[config.mk]
export PLATFORM = sky130hd
export DESIGN_NAME = udp_tx_arbiter
export DESIGN_NICKNAME = d
export VERILOG_FILES = /design/src/rtl/udp_arb_pkg.sv /design/src/rtl/udp_arb_rr.sv /design/src/rtl/udp_tx_arbiter.sv
export SDC_FILE = /design/constraint.sdc
export NUM_CORES = 1
export LEC_CHECK = 0
export ABC_AREA = 1
export BUFFER_PORTS_ARGS = -buffer_cell sky130_fd_sc_hd__buf_2
export CAP_MARGIN = 20
export CORE_MARGIN = 5
export CORE_UTILIZATION = 55
export CTS_CLUSTER_SIZE = 25
export DETAILED_ROUTE_END_ITERATION = 8
export PLACE_DENSITY_LB_ADDON = 0.08
export SLEW_MARGIN = 10
export SYNTH_ARGS = -nofsm -noshare
export SYNTH_HDL_FRONTEND = slang
export SYNTH_SLANG_ARGS = --single-unit
[constraint.sdc]
create_clock -name clk -period 2.6 [get_ports clk]
set_clock_uncertainty 0.15 [all_clocks]
set_input_delay 0.13 -clock clk [delete_from_list [all_inputs] [get_ports clk]]
set_output_delay 0.13 -clock clk [all_outputs]
set_load 0.1 [all_outputs]
[src/rtl/udp_arb_pkg.sv]
// Shared constants for the UDP TX payload arbiter: FSM encoding, default limits, source ids.
// Optional stall watchdog is enabled by defining UDP_ARB_TIMEOUT_EN.
package udp_arb_pkg;

    localparam int unsigned LEN_W  = 16;
    localparam int unsigned DATA_W = 8;
    localparam int unsigned NSRC   = 2;

    localparam logic [1:0] ST_IDLE = 2'd0;
    localparam logic [1:0] ST_XFER = 2'd1;
    localparam logic [1:0] ST_GAP  = 2'd2;

    localparam int unsigned IFG_DEF     = 12;
    localparam int unsigned MAX_LEN_DEF = 1472;
    localparam int unsigned TIMEOUT_DEF = 1024;

    localparam int unsigned SRC_CAM = 0;
    localparam int unsigned SRC_TPG = 1;

    // A UDP payload length is legal when non-zero and not above max_len.
    function automatic logic len_legal(input logic [LEN_W-1:0] len, input int unsigned max_len);
        return (len != '0) && (32'(len) <= max_len);
    endfunction

endpackage

[src/rtl/udp_arb_rr.sv]
// Combinational 2-way round-robin picker; ptr_i names the source that wins a tie.
module udp_arb_rr
    import udp_arb_pkg::*;
(
    input  logic [1:0] req_i,
    input  logic       ptr_i,
    output logic [1:0] win_o,
    output logic       win_idx_o
);

    always_comb begin
        win_idx_o = 1'(SRC_CAM);
        if (req_i[SRC_TPG] && (!req_i[SRC_CAM] || ptr_i)) begin
            win_idx_o = 1'(SRC_TPG);
        end
        win_o = '0;
        if (req_i != '0) begin
            win_o[win_idx_o] = 1'b1;
        end
    end

endmodule

[src/rtl/udp_tx_arbiter.sv]
// Packet-level round-robin arbiter feeding the UDP TX core from two byte-stream sources.
// Define UDP_ARB_TIMEOUT_EN to enable the stall watchdog that aborts a stuck packet.
module udp_tx_arbiter
    import udp_arb_pkg::*;
#(
    parameter int unsigned IFG     = IFG_DEF,
    parameter int unsigned MAX_LEN = MAX_LEN_DEF,
    parameter int unsigned TIMEOUT = TIMEOUT_DEF
) (
    input  logic              clk,
    input  logic              reset,
    input  logic [1:0]        req,
    input  logic [LEN_W-1:0]  len0,
    input  logic [LEN_W-1:0]  len1,
    input  logic [DATA_W-1:0] data0,
    input  logic [DATA_W-1:0] data1,
    input  logic              valid0,
    input  logic              valid1,
    output logic [1:0]        gnt,
    output logic [1:0]        done,
    output logic [1:0]        err,
    input  logic              tx_ready,
    output logic              tx_start,
    output logic [LEN_W-1:0]  tx_udp_length,
    output logic [DATA_W-1:0] tx_data,
    output logic              tx_valid,
    output logic              tx_abort
);

    logic [1:0]        state_q, state_d;
    logic              ptr_q, ptr_d;
    logic              idx_q, idx_d;
    logic [LEN_W-1:0]  cnt_q, cnt_d;
    logic [LEN_W-1:0]  ifg_q, ifg_d;
    logic [1:0]        gnt_q, gnt_d;
    logic [1:0]        done_q, done_d;
    logic [1:0]        err_q, err_d;
    logic              start_q, start_d;
    logic [LEN_W-1:0]  len_q, len_d;
    logic [DATA_W-1:0] data_q, data_d;
    logic              valid_q, valid_d;

    logic [1:0]        req_eff;
    logic [1:0]        win;
    logic              win_idx;
    logic [LEN_W-1:0]  win_len;
    logic              gv;
    logic [DATA_W-1:0] gdata;

    // A request is stale during its own done cycle; the source drops it afterwards.
    assign req_eff = req & ~done_q;
    assign win_len = win_idx ? len1 : len0;
    assign gv      = idx_q ? valid1 : valid0;
    assign gdata   = idx_q ? data1 : data0;

    udp_arb_rr u_rr (
        .req_i     (req_eff),
        .ptr_i     (ptr_q),
        .win_o     (win),
        .win_idx_o (win_idx)
    );

`ifdef UDP_ARB_TIMEOUT_EN
    localparam int unsigned STALL_W = $clog2(TIMEOUT + 1);
    logic [STALL_W-1:0] stall_q, stall_d;
    logic               abort_q, abort_d;
`else
    logic unused_timeout;
    assign unused_timeout = ^32'(TIMEOUT);
`endif

    always_comb begin
        state_d = state_q;
        ptr_d   = ptr_q;
        idx_d   = idx_q;
        cnt_d   = cnt_q;
        ifg_d   = ifg_q;
        gnt_d   = gnt_q;
        done_d  = '0;
        err_d   = '0;
        start_d = 1'b0;
        len_d   = len_q;
        data_d  = data_q;
        valid_d = 1'b0;
`ifdef UDP_ARB_TIMEOUT_EN
        stall_d = stall_q;
        abort_d = 1'b0;
`endif
        case (state_q)
            ST_IDLE: begin
                if ((req_eff != '0) && tx_ready) begin
                    ptr_d = ~win_idx;
                    if (len_legal(win_len, MAX_LEN)) begin
                        gnt_d   = win;
                        idx_d   = win_idx;
                        len_d   = win_len;
                        start_d = 1'b1;
                        cnt_d   = '0;
`ifdef UDP_ARB_TIMEOUT_EN
                        stall_d = '0;
`endif
                        state_d = ST_XFER;
                    end else begin
                        done_d = win;
                        err_d  = win;
                    end
                end
            end
            ST_XFER: begin
                if (gv) begin
                    valid_d = 1'b1;
                    data_d  = gdata;
                    cnt_d   = cnt_q + LEN_W'(1);
`ifdef UDP_ARB_TIMEOUT_EN
                    stall_d = '0;
`endif
                    if (cnt_q == len_q - LEN_W'(1)) begin
                        gnt_d   = '0;
                        done_d  = gnt_q;
                        ifg_d   = LEN_W'(IFG - 1);
                        state_d = ST_GAP;
                    end
                end
`ifdef UDP_ARB_TIMEOUT_EN
                else if (stall_q == STALL_W'(TIMEOUT - 1)) begin
                    abort_d = 1'b1;
                    gnt_d   = '0;
                    done_d  = gnt_q;
                    err_d   = gnt_q;
                    ifg_d   = LEN_W'(IFG - 1);
                    state_d = ST_GAP;
                end else begin
                    stall_d = stall_q + STALL_W'(1);
                end
`endif
            end
            ST_GAP: begin
                if (ifg_q == '0) begin
                    state_d = ST_IDLE;
                end else begin
                    ifg_d = ifg_q - LEN_W'(1);
                end
            end
            default: state_d = ST_IDLE;
        endcase
    end

    always_ff @(posedge clk) begin
        if (reset) begin
            state_q <= ST_IDLE;
            ptr_q   <= 1'(SRC_CAM);
            idx_q   <= 1'b0;
            cnt_q   <= '0;
            ifg_q   <= '0;
            gnt_q   <= '0;
            done_q  <= '0;
            err_q   <= '0;
            start_q <= 1'b0;
            len_q   <= '0;
            data_q  <= '0;
            valid_q <= 1'b0;
`ifdef UDP_ARB_TIMEOUT_EN
            stall_q <= '0;
            abort_q <= 1'b0;
`endif
        end else begin
            state_q <= state_d;
            ptr_q   <= ptr_d;
            idx_q   <= idx_d;
            cnt_q   <= cnt_d;
            ifg_q   <= ifg_d;
            gnt_q   <= gnt_d;
            done_q  <= done_d;
            err_q   <= err_d;
            start_q <= start_d;
            len_q   <= len_d;
            data_q  <= data_d;
            valid_q <= valid_d;
`ifdef UDP_ARB_TIMEOUT_EN
            stall_q <= stall_d;
            abort_q <= abort_d;
`endif
        end
    end

    assign gnt           = gnt_q;
    assign done          = done_q;
    assign err           = err_q;
    assign tx_start      = start_q;
    assign tx_udp_length = len_q;
    assign tx_data       = data_q;
    assign tx_valid      = valid_q;
`ifdef UDP_ARB_TIMEOUT_EN
    assign tx_abort      = abort_q;
`else
    assign tx_abort      = 1'b0;
`endif

endmodule
==> flow_summary_export.csv <==
group,metric,value,unit
run_status,outcome,"completed",
synthesis,syn-num-nets,754,
power_and_ir_drop,p_total,2.27,mW
grt,grt_max_degree,37,
die,die_w,99.9,um
hold_path,min_path_cells,5,
critical_path,worstSetupStartpointType,"flip-flop",
synthesis,synth_top_area_share,30.6,%
grt,grt_first_pass_wirelength,20.2,mm
sta,finalCriticalPeriod,2.44,ns
critical_path,endpoint_kind,"flip-flop",
critical_path,cpLargestDelayFamily,"buffers and inverters",
place,dp_hpwl,8.52,mm
die,ios,88,
synthesis,synthAdderAreaFrac,0.844,%
sta,fmax,410,MHz
critical_path,required,2.75,ns
route,via_count,4760,
die,die_area,9980,sq um
route,viasPerCell,5.23,
critical_path,path_max_fanout,19,
place,placed_area,4920,sq um
clock_tree,cts_tree,"done",
grt,grt_pass1_vias,4428,
layout,syn_to_final_growth,21.1,%
sta,rsz0062_at_grt,"yes",
critical_path,cp.arrival,2.59,ns
synthesis,synth.top_cells.by_count,"173 x nand2_1, 103 x nor2_1, 86 x nand3_1",
synthesis,ys_types,40,
clock_tree,cts_max_level,3,
synthesis,synth-compound-area-share,9.71,%
critical_path,path_cells,"inv_1, nor2_1, inv_1, nor2_1, buf_4, o21ai_0, a31oi_1, dlygate4sd3_1",
clock_tree,clkLatencyLatePin,0.36,ns
layout,drive_gt1_share,19.9,%
grt,grt-ovfl-total,0,
synthesis,muxShareOfSynthArea,0,%
clock_tree,clkSinkCount,68,
sta,setup_viol,0,
clock_tree,cts_made_buffers,9,
route,detail_route.first_pass.iterations,5,
layout,nFillCells,731,
route,drc_errors,0,
synthesis,synth_top_cell_by_area,"dfxtp_1",
clock_tree,clockRootBuffer,"clkbuf_8",
grt,antenna_found_initial,0,
synthesis,ys_seq_elements,68,
route,ant_nets,0,
synthesis,syn_avg_cell_area,6.39,sq um
synthesis,synthesis.area,4450,sq um
synthesis,synth-main-ff-cell,"dfxtp_1",
clock_tree,path_clk_slew,0.07,ns
synthesis,synth_top_family_by_area,"simple AND/OR/NAND/NOR gates",
sta,hold_viol,0,
critical_path,crit_cells,8,
power_and_ir_drop,irDropWorstVdd,0.280,mV
power_and_ir_drop,cellLeakagePower,2.59,nW
layout,diodes,0,
synthesis,ys_top_cells_by_area,"dfxtp_1 31%, nand2_1 15%, nand3_1 9.7%, nor2_1 8.7%, inv_1 5.3%",
clock_tree,clock_path_buffers,2,
die,rows,32,
power_and_ir_drop,power_density,422,nW/um^2
die,die_h,99.9,um
synthesis,synth_edf_count,0,
synthesis,synth_cells,696,
route,wirelength,11.8,mm
synthesis,synth-simple-area-share,42.4,%
synthesis,synth_xor_area_share,6.30,%
critical_path,critPathKind,"reg -> reg",
die,initial_utilization,56.9,%
critical_path,cpMaxStageDelayCell,"dlygate4sd3_1",
sta,period_share,93.8,%
sta,slew_violations,0,
synthesis,async_flop_share,0,%
critical_path,critPathBufInv,4,
hold_path,worstHoldPathType,"in -> reg",
synthesis,yosysMostFrequentCell,"nand2_1",
layout,nNetsFinal,861,
route,drt_iter0_drc,304,
grt,grt_use_total,24.3,%
die,core_area,7810,sq um
sta,setup_tns,0,ns
critical_path,reg2reg_depth,8,
place,port_buffers,86,
layout,final_core_util,68.9,%
synthesis,ys_warn_count,0,
layout,final_cell_area,5380,sq um
synthesis,ys_seq_area_share,30.6,%
flow_run,max-cap-violations,0,
critical_path,max_stage_delay,0.58,ns
place,routabilityCongestion,0.870,
route,post_drt_wl_per_cell,13.0,um
==> layout make-up <==
type                       count  area (sq um)  area share, %
clock inverter                 6          65.1           1.21
tap                          102           128           2.37
multi-input combinational    532          2660           49.4
clock buffer                  10           128           2.37
inverter                      69           262           4.86
sequential                    68          1370           25.4
timing repair buffer         123           774           14.4
==> path summary, 6_finish.rpt <==
path | from | slack [ns] | to
hold / removal | len1[2] | 0.01 | tx_udp_length[2]$_SDFFE_PP0P_
setup reg to reg | state_q[0]$_SDFFE_PP0P_ | 0.16 | tx_data[3]$_SDFFE_PP0P_
setup / recovery | state_q[0]$_SDFFE_PP0P_ | 0.16 | tx_data[3]$_SDFFE_PP0P_
hold reg to reg | tx_udp_length[15]$_SDFFE_PP0P_ | 0.31 | tx_udp_length[15]$_SDFFE_PP0P_
==> per-stage QoR <==
| step | hold WS (ns) | cells | setup slack, ns |
|---|---|---|---|
| global placement | 0.245 | 869 | 0.183 |
| finish | 0.0109 | 910 | 0.162 |
| global route | 0.0541 | 910 | -0.0406 |
| CTS | 0.00506 | 910 | 0.106 |
| floorplan | 0.141 | 696 | 0.0247 |
| detailed placement | 0.253 | 869 | 0.125 |
==> sequential cells by signal, indices dropped and copies added, names as in the netlist <==
register,cells
done,2
cnt_q,16
idx_q,1
tx_data,8
tx_valid,1
ptr_q,1
gnt,2
state_q,2
ifg_q,16
tx_udp_length,16
err,2
tx_start,1
==> what timing repair did <==
item / CTS / global route
hold buffers: 25 / 0
buffers inserted: 0 / 0
endpoints found under the hold margin: 17 / 0
endpoints found under the setup margin: 0 / 28
resized for setup: 0 / 6
==> report_power, final <==
group	leakage (nW)	switching [mW]	internal, mW
sequential	0.551	0.00736	1.05
combinational	1.94	0.219	0.123
clock	0.0962	0.426	0.443
==> layout by cell type, fill, tap and decap left out, drive strengths merged, types with 3 or more instances in the layout <==
cell,n
nor3,12
xnor2,14
nand2,182
dfxtp,68
nand4,12
a31oi,9
or2,4
inv,67
buf,98
nor2,106
clkinv,6
xor2,18
dlygate4sd3,25
a21oi,38
nand3b,6
nor4,4
nand3,94
clkbuf,10
o21ai,26
ha,3
==> kinds of logic (layout without fill, tap and decap cells) <==
logic type	after synthesis	in the layout
xor+xnor	32	32
other cells	1	1
buf+inv	96	208
compound gates	75	75
simple gates	421	421
fa+ha+maj	3	3
flops	68	68
==> worst min-delay path, delay by kind of cell <==
kind	cells	cell delay [ns]
buffers and inverters	1	0.08
AOI/OAI and AO/OA	1	0.05
and+or+nand+nor	3	0.23
==> per-layer routing <==
layer  up-vias  wire, um  track usage, %  part of all wire, %
met5         -         0               0                    0
met4         0       191            7.04                  1.6
met3        16       704            3.68                  6.0
met2       148      5520            40.0                   47
met1      2140      5410            33.0                   46
li1       2456         -               -                    -
(Power assumes the default switching activity.)
